==> src/rtl/adc_frame_pkg.sv <==
// ---------------------------------------------------------------------------
// adc_frame_pkg
// Shared types and helpers for the ADC frame packer.
//   FRAME_MAGIC     : tag byte leading every header word
//   framer_state_t  : one-hot framer states (IDLE, ARM, FILL, DROP)
//   build_header()  : {FRAME_MAGIC, channel id, frame counter}
//   build_data()    : two 12-bit samples zero-padded into one 32-bit word
// ---------------------------------------------------------------------------
package adc_frame_pkg;

    localparam logic [7:0] FRAME_MAGIC = 8'hA5;

    typedef enum logic [3:0] {
        IDLE = 4'b0001,
        ARM  = 4'b0010,
        FILL = 4'b0100,
        DROP = 4'b1000
    } framer_state_t;

    function automatic logic [31:0] build_header(input logic [7:0]  ch,
                                                 input logic [15:0] cnt);
        return {FRAME_MAGIC, ch, cnt};
    endfunction

    // The earlier sample sits in the low half of the word.
    function automatic logic [31:0] build_data(input logic [11:0] s_odd,
                                               input logic [11:0] s_even);
        return {4'h0, s_odd, 4'h0, s_even};
    endfunction

endpackage

==> src/rtl/adc_stream_fifo.sv <==
// ---------------------------------------------------------------------------
// adc_stream_fifo
// Synchronous first-word-fall-through FIFO. The head entry is always present
// on pop_data; a word written in cycle N becomes visible in cycle N+1.
// Ports:
//   clk, srst          : clock, synchronous active-high reset (flushes FIFO)
//   push, push_data    : write request / data
//   pop                : consume the head entry (ignored while empty)
//   pop_data           : head entry
//   empty              : no entries stored
//   count              : registered number of stored entries (0..DEPTH)
// ---------------------------------------------------------------------------
module adc_stream_fifo #(
    parameter int WIDTH = 33,
    parameter int DEPTH = 64
) (
    input  logic                       clk,
    input  logic                       srst,
    input  logic                       push,
    input  logic [WIDTH-1:0]           push_data,
    input  logic                       pop,
    output logic [WIDTH-1:0]           pop_data,
    output logic                       empty,
    output logic [$clog2(DEPTH):0]     count
);

    localparam int AW    = $clog2(DEPTH);
    localparam int CNT_W = AW + 1;

    logic [WIDTH-1:0] mem [DEPTH];
    logic [AW-1:0]    wr_ptr_reg;
    logic [AW-1:0]    rd_ptr_reg;
    logic [CNT_W-1:0] count_reg;
    logic             full;
    logic             do_push;
    logic             do_pop;

    assign empty = (count_reg == '0);
    assign full  = (count_reg == CNT_W'(DEPTH));
    assign count = count_reg;

    // A push into a full FIFO is accepted when the head is popped in the same
    // cycle: the write lands in the slot being vacated.
    assign do_pop  = pop && !empty;
    assign do_push = push && (!full || do_pop);

    always_ff @(posedge clk) begin
        if (srst) begin
            wr_ptr_reg <= '0;
            rd_ptr_reg <= '0;
            count_reg  <= '0;
        end else begin
            if (do_push) begin
                wr_ptr_reg <= wr_ptr_reg + AW'(1);
            end
            if (do_pop) begin
                rd_ptr_reg <= rd_ptr_reg + AW'(1);
            end
            unique case ({do_push, do_pop})
                2'b10:   count_reg <= count_reg + CNT_W'(1);
                2'b01:   count_reg <= count_reg - CNT_W'(1);
                default: count_reg <= count_reg;
            endcase
        end
    end

    // Storage carries no reset; stale contents are never visible because the
    // consumer qualifies pop_data with !empty.
    always_ff @(posedge clk) begin
        if (do_push) begin
            mem[wr_ptr_reg] <= push_data;
        end
    end

    assign pop_data = mem[rd_ptr_reg];

endmodule

==> src/rtl/adc_frame_packer.sv <==
// ---------------------------------------------------------------------------
// adc_frame_packer
// Packs a 12-bit ADC sample stream two-per-word into fixed-length frames led
// by a header word and emits them on an AXI-Stream master through a FIFO.
// A frame is admitted only if the FIFO can hold all of it, so only whole
// frames are ever emitted; frames that do not fit are counted and dropped.
//
// Optional build macro: ADC_FRAME_TEST_PATTERN_EN adds input test_mode, which
// replaces sample_in with a 12-bit ramp advancing on every sample_valid_in.
//
// Ports:
//   data_in_clk      : sole clock
//   rst              : synchronous active-high reset
//   enable           : frames start only while high
//   test_mode        : (optional) select ramp pattern instead of sample_in
//   sample_in        : 12-bit sample
//   sample_valid_in  : sample strobe, may be high every cycle
//   m_axis_tdata     : header or data word
//   m_axis_tvalid    : FIFO not empty
//   m_axis_tready    : sink ready
//   m_axis_tlast     : last data word of a frame
//   frame_count      : frames admitted (wraps)
//   drop_count       : frames dropped (saturates)
//   busy             : framer in FILL or DROP
// ---------------------------------------------------------------------------
module adc_frame_packer
    import adc_frame_pkg::*;
#(
    parameter int         FRAME_LEN  = 64,
    parameter int         FIFO_DEPTH = 64,
    parameter logic [7:0] CHANNEL_ID = 8'd0
) (
    input  logic        data_in_clk,
    input  logic        rst,
    input  logic        enable,
`ifdef ADC_FRAME_TEST_PATTERN_EN
    input  logic        test_mode,
`endif
    input  logic [11:0] sample_in,
    input  logic        sample_valid_in,
    output logic [31:0] m_axis_tdata,
    output logic        m_axis_tvalid,
    input  logic        m_axis_tready,
    output logic        m_axis_tlast,
    output logic [15:0] frame_count,
    output logic [15:0] drop_count,
    output logic        busy
);

    localparam int CNT_W        = $clog2(FRAME_LEN) + 1;
    localparam int FCNT_W       = $clog2(FIFO_DEPTH) + 1;
    localparam int WORDS_NEEDED = FRAME_LEN / 2 + 1;
    localparam logic [CNT_W-1:0] LAST_IDX = CNT_W'(FRAME_LEN - 1);

    framer_state_t     state_reg;
    framer_state_t     state_next;
    logic [CNT_W-1:0]  sample_cnt_reg;
    logic [11:0]       s_even_reg;
    logic [15:0]       frame_count_reg;
    logic [15:0]       drop_count_reg;

    logic [11:0]       sample_sel;
    logic              last_sample;
    logic              admit_ok;
    logic [FCNT_W-1:0] fifo_count;
    logic [FCNT_W-1:0] free_slots;
    logic              fifo_empty;
    logic              fifo_push;
    logic [32:0]       fifo_wdata;
    logic [32:0]       fifo_rdata;
    logic              frame_start;
    logic              drop_start;

    // -----------------------------------------------------------------------
    // Sample source
    // -----------------------------------------------------------------------
`ifdef ADC_FRAME_TEST_PATTERN_EN
    logic [11:0] ramp_reg;

    always_ff @(posedge data_in_clk) begin
        if (rst) begin
            ramp_reg <= '0;
        end else if (sample_valid_in) begin
            ramp_reg <= ramp_reg + 12'd1;
        end
    end

    assign sample_sel = test_mode ? ramp_reg : sample_in;
`else
    assign sample_sel = sample_in;
`endif

    // -----------------------------------------------------------------------
    // Admission: free space from the registered count only. A pop in the same
    // cycle is ignored, which can only make the check stricter.
    // -----------------------------------------------------------------------
    assign free_slots  = FCNT_W'(FIFO_DEPTH) - fifo_count;
    assign admit_ok    = (free_slots >= FCNT_W'(WORDS_NEEDED));
    assign last_sample = (sample_cnt_reg == LAST_IDX);

    // -----------------------------------------------------------------------
    // FSM: state register
    // -----------------------------------------------------------------------
    always_ff @(posedge data_in_clk) begin
        if (rst) begin
            state_reg <= IDLE;
        end else begin
            state_reg <= state_next;
        end
    end

    // -----------------------------------------------------------------------
    // FSM: next state
    // -----------------------------------------------------------------------
    always_comb begin
        state_next = state_reg;
        unique case (state_reg)
            IDLE: begin
                if (enable) begin
                    state_next = ARM;
                end
            end
            ARM: begin
                if (!enable) begin
                    state_next = IDLE;
                end else if (sample_valid_in) begin
                    state_next = admit_ok ? FILL : DROP;
                end
            end
            FILL, DROP: begin
                // A frame always runs to completion once started, even if
                // enable falls part-way through.
                if (sample_valid_in && last_sample) begin
                    state_next = enable ? ARM : IDLE;
                end
            end
            default: state_next = IDLE;
        endcase
    end

    // -----------------------------------------------------------------------
    // FSM: outputs (FIFO write port and frame start strobes)
    // -----------------------------------------------------------------------
    always_comb begin
        fifo_push   = 1'b0;
        fifo_wdata  = '0;
        frame_start = 1'b0;
        drop_start  = 1'b0;
        unique case (state_reg)
            ARM: begin
                if (enable && sample_valid_in) begin
                    if (admit_ok) begin
                        frame_start = 1'b1;
                        fifo_push   = 1'b1;
                        fifo_wdata  = {1'b0, build_header(CHANNEL_ID, frame_count_reg)};
                    end else begin
                        drop_start  = 1'b1;
                    end
                end
            end
            FILL: begin
                // Odd sample index completes a pair. Header goes out on sample
                // 0, so there is never more than one push per cycle, and
                // admission already reserved space for every data word.
                if (sample_valid_in && sample_cnt_reg[0]) begin
                    fifo_push  = 1'b1;
                    fifo_wdata = {last_sample, build_data(sample_sel, s_even_reg)};
                end
            end
            default: begin
            end
        endcase
    end

    // -----------------------------------------------------------------------
    // Datapath: sample counter, even-sample latch, frame/drop counters.
    // sample_cnt_reg holds the number of samples of the current frame already
    // consumed; sample 0 is consumed in ARM, so a frame start loads 1.
    // -----------------------------------------------------------------------
    always_ff @(posedge data_in_clk) begin
        if (rst) begin
            sample_cnt_reg  <= '0;
            s_even_reg      <= '0;
            frame_count_reg <= '0;
            drop_count_reg  <= '0;
        end else begin
            if (frame_start) begin
                sample_cnt_reg  <= CNT_W'(1);
                s_even_reg      <= sample_sel;
                frame_count_reg <= frame_count_reg + 16'd1;
            end
            if (drop_start) begin
                sample_cnt_reg <= CNT_W'(1);
                if (drop_count_reg != 16'hFFFF) begin
                    drop_count_reg <= drop_count_reg + 16'd1;
                end
            end
            if ((state_reg == FILL || state_reg == DROP) && sample_valid_in) begin
                sample_cnt_reg <= sample_cnt_reg + CNT_W'(1);
                if (state_reg == FILL && !sample_cnt_reg[0]) begin
                    s_even_reg <= sample_sel;
                end
            end
        end
    end

    // -----------------------------------------------------------------------
    // Output FIFO: bit 32 carries tlast
    // -----------------------------------------------------------------------
    adc_stream_fifo #(
        .WIDTH (33),
        .DEPTH (FIFO_DEPTH)
    ) u_fifo (
        .clk       (data_in_clk),
        .srst      (rst),
        .push      (fifo_push),
        .push_data (fifo_wdata),
        .pop       (m_axis_tvalid && m_axis_tready),
        .pop_data  (fifo_rdata),
        .empty     (fifo_empty),
        .count     (fifo_count)
    );

    // Data is forced to zero while nothing is queued so the bus reads 0 after
    // reset regardless of stale storage contents.
    assign m_axis_tvalid = !fifo_empty;
    assign m_axis_tdata  = m_axis_tvalid ? fifo_rdata[31:0] : 32'd0;
    assign m_axis_tlast  = m_axis_tvalid ? fifo_rdata[32]   : 1'b0;

    assign frame_count = frame_count_reg;
    assign drop_count  = drop_count_reg;
    assign busy        = (state_reg == FILL) || (state_reg == DROP);

endmodule

==> config.mk <==
export PLATFORM = sky130hd
export DESIGN_NAME = adc_frame_packer
export DESIGN_NICKNAME = d
export VERILOG_FILES = /design/src/rtl/adc_frame_pkg.sv /design/src/rtl/adc_stream_fifo.sv /design/src/rtl/adc_frame_packer.sv
export SDC_FILE = /design/constraint.sdc
export NUM_CORES = 2
export LEC_CHECK = 0
export BUFFER_PORTS_ARGS = -buffer_cell sky130_fd_sc_hd__buf_2
export CAP_MARGIN = 20
export CORE_MARGIN = 2
export CORE_UTILIZATION = 40
export CTS_BUF_LIST = sky130_fd_sc_hd__clkbuf_2
export DETAILED_ROUTE_END_ITERATION = 12
export GPL_ROUTABILITY_DRIVEN = 0
export GPL_TIMING_DRIVEN = 0
export HOLD_SLACK_MARGIN = 0.05
export PLACE_DENSITY = 0.56
export SYNTH_ARGS = -nofsm -noshare
export SYNTH_HDL_FRONTEND = slang
export SYNTH_SLANG_ARGS = --single-unit
==> constraint.sdc <==
create_clock -name data_in_clk -period 7.91 [get_ports data_in_clk]
set_input_delay 1.582 -clock data_in_clk [delete_from_list [all_inputs] [get_ports data_in_clk]]
set_output_delay 1.582 -clock data_in_clk [all_outputs]
set_load 0.02 [all_outputs]
==> impl_metrics.ini <==
[synth]
async_flop_share_pct = 0
ys_seq_area_share_pct = 76.5
synth_xor_area_share_pct = 0.463
synth-edff-count = 1920
synth_cell_types = 67
yosys.area.top_type_share_pct = 74.4
ys_top_cells_by_area = edfxtp_1 (74%), mux4_2 (17%), dfxtp_1 (2.1%)
synth_top_family_by_area = multiplexers
syn_inst = 3516
synthMuxAreaShare_pct = 17.2
synth_ff_type = edfxtp_1
ys.warnings.count = 0
netlist_area_um2 = 77500
synth_compound_area_share_pct = 1.81
synthTopCellsByCount = edfxtp_1 (1920), mux4_2 (570), nor2_1 (187)
yosysMostFrequentCell = edfxtp_1
yosys.area_share.adder_pct = 0.220
ys_seq_elements = 2000
yosys.area_share.simple_pct = 2.63
yosys.area.top_type = edfxtp_1
avgSynthCellArea_um2 = 22.0

[grt]
grt_antenna_before_repair = 10
grt_overflow = 0
gr-usage-met3_pct = 5.08
met2_usage_pct = 36.9
track_usage_pct = 23.5
grtUsageMet1_pct = 32.4
busiest_layer = met2
grt_pass1_vias = 42000
grt_max_degree = 65
grt_pass1_wl_um = 322000

[route]
post-route-drc-count = 0
antenna_left = 0
via_per_inst = 5.79
wirelength_um = 233000
wire_per_inst_um = 32.4
first_pass_iters = 5
drt_iter0_markers = 4943
vias = 41500

[clock_tree]
cts_buffers = 541
post_cts_buffers = 0
clk_pin_slew_worst_paths_ns = 0.11
clock_latency_ns = 1.82
cts_root_buffer = clkbuf_2
cts.path.max_buffers = 4
cts_sinks = 2000
cts_tree = built
ctsHtreeMaxLevel = 6

[worst_hold_path]
hold_end = sample_cnt_reg[1]
min_from = sample_valid_in
worstHoldPathCells = 4
holdCritPathClass = primary input to flip-flop

[worst_setup_path]
path_class = flip-flop to output pin
crit_arrival_ns = 6.10
timing.rr.end = u_fifo.mem[22][0]
crit_required_ns = 6.33
r2r-start = u_fifo.count[0]
critPathLaunchType = flip-flop
reg2reg_slack_ns = 2.98
crit_path_end_kind = output pin
path_max_fanout = 10
r2r_cells = 10

[cells_and_area]
fin_nets = 4323
final_util_pct = 46.2
finalNonFillerCells = 7179
stdcell_area_um2 = 89000
regArea_um2 = 59300
fillers = 16500
largest_reg_flops = 1920
multiInputGateArea_um2 = 17900
drive_gt1_share_pct = 38.9
syn2layout_area_growth_pct = 14.8

[floorplan]
start_util_pct = 40.2
placementRows = 161
die_w_um = 444
dieArea_um2 = 197000
io_pins = 84
die_h_um = 444
core-area_um2 = 193000

[sta]
tightest_slew_ns = 1.27
fin_crit_sh_pct = 97.2
fmax_mhz = 130
setup_viol = 0
slew_headroom_pct = 15.2
fin_skew_ns = 0.0840
rsz0062_at_grt = false
drv_slew = 0
setup-tns-final_ns = 0
hold_violations = 0
fin_crit_ns = 7.69

[place]
post_dp_cell_area_um2 = 84300
dp_cells = 6260
dp_hpwl_um = 154000
place.port_buffers = 81

[pwr]
p_per_area_nw_per_um2 = 253
vdd_ir_drop_max_mv = 0.226
p_leak_uw = 0.0279

[status]
status = completed

[job]
drv_cap = 0
-- through the flow --
step | total power [µW] | setup WS [ns] | hold WS (ns)
2_1_floorplan | 13900 | 2.59 | 0.453
3_3_place_gp | 15700 | -1.03 | 0.476
3_5_place_dp | 15900 | 1.72 | 0.485
4_1_cts | 22700 | 0.0220 | 0.0504
5_1_grt | 23400 | 0.00998 | 0.199
6_report | 22500 | 0.223 | 0.313
-- logic make-up after synthesis --
logic type | count (synthesis)
buffers and inverters | 212
DFF | 2000
and+or+nand+nor | 439
AOI/OAI and AO/OA | 189
adders and majority gates | 13
muxes | 621
xor gates and xnor gates | 41
other | 1
-- layout make-up --
cell class                      instances  share of cell area, %
Clock inverter                        116                  0.570
Timing Repair Buffer                  235                   3.72
Multi-Input combinational cell       1305                   20.1
Sequential cell                      2000                   66.6
Buffer                                190                  0.960
Clock buffer                          780                   4.39
Antenna cell                            7                 0.0197
Inverter                               20                 0.0844
Tap cell                             2526                   3.55
-- where the power goes --
part,total [µW],switching [µW],internal (µW),leakage [µW]
sequential,11500,37.6,11400,0.0180
clock,6890,4220,2670,0.00352
combinational,4160,2810,1350,0.00639
total,22500,7070,15500,0.0279
-- cell usage in the layout (no fill, tap or decap), types with 65 or more instances in the layout --
cell      count
buf_12       84
nand2_1     109
mux4_2      570
dfxtp_1      80
clkbuf_2    787
nor2_1      128
edfxtp_1   1920
clkinv_1     86
nor2_4       65
buf_2       136
clkbuf_1    101
-- per-layer routing --
layer	vias to the layer above	part of all wire, %
met1	22200	40
met2	2196	47
met5	-	0.010
met4	4	3.6
met3	371	8.6
li1	16700	-
-- worst max-delay path: stages (launching register included) --
cell,delay [ns]
dfxtp_1,0.32
clkbuf_1,0.53
inv_1,0.14
clkbuf_2,0.52
clkdlybuf4s15_2,0.56
clkbuf_1,0.55
o221a_2,0.30
a2111oi_0,0.58
buf_2,0.27
a221o_1,0.29
buf_2,0.23
-- repair_timing --
| action | in CTS | in global routing |
|---|---|---|
| hold buffers | 16 | 0 |
| resized for setup | 15 | 0 |
| endpoints found under the hold margin | 17 | 0 |
| setup endpoints to repair | 17 | 0 |
-- how the worst max path moves through the flow --
stage,to,slack (ns),cells past startpoint
after floorplan,u_fifo.mem[0][12],2.59,5
after global placement,u_fifo.mem[42][12],-1.03,6
after detailed placement,m_axis_tdata[3],1.72,9
after CTS,m_axis_tdata[21],0.02,10
after global routing,m_axis_tdata[24],0.01,10
final,m_axis_tdata[24],0.22,10
Power figures use the tool's default switching activity.
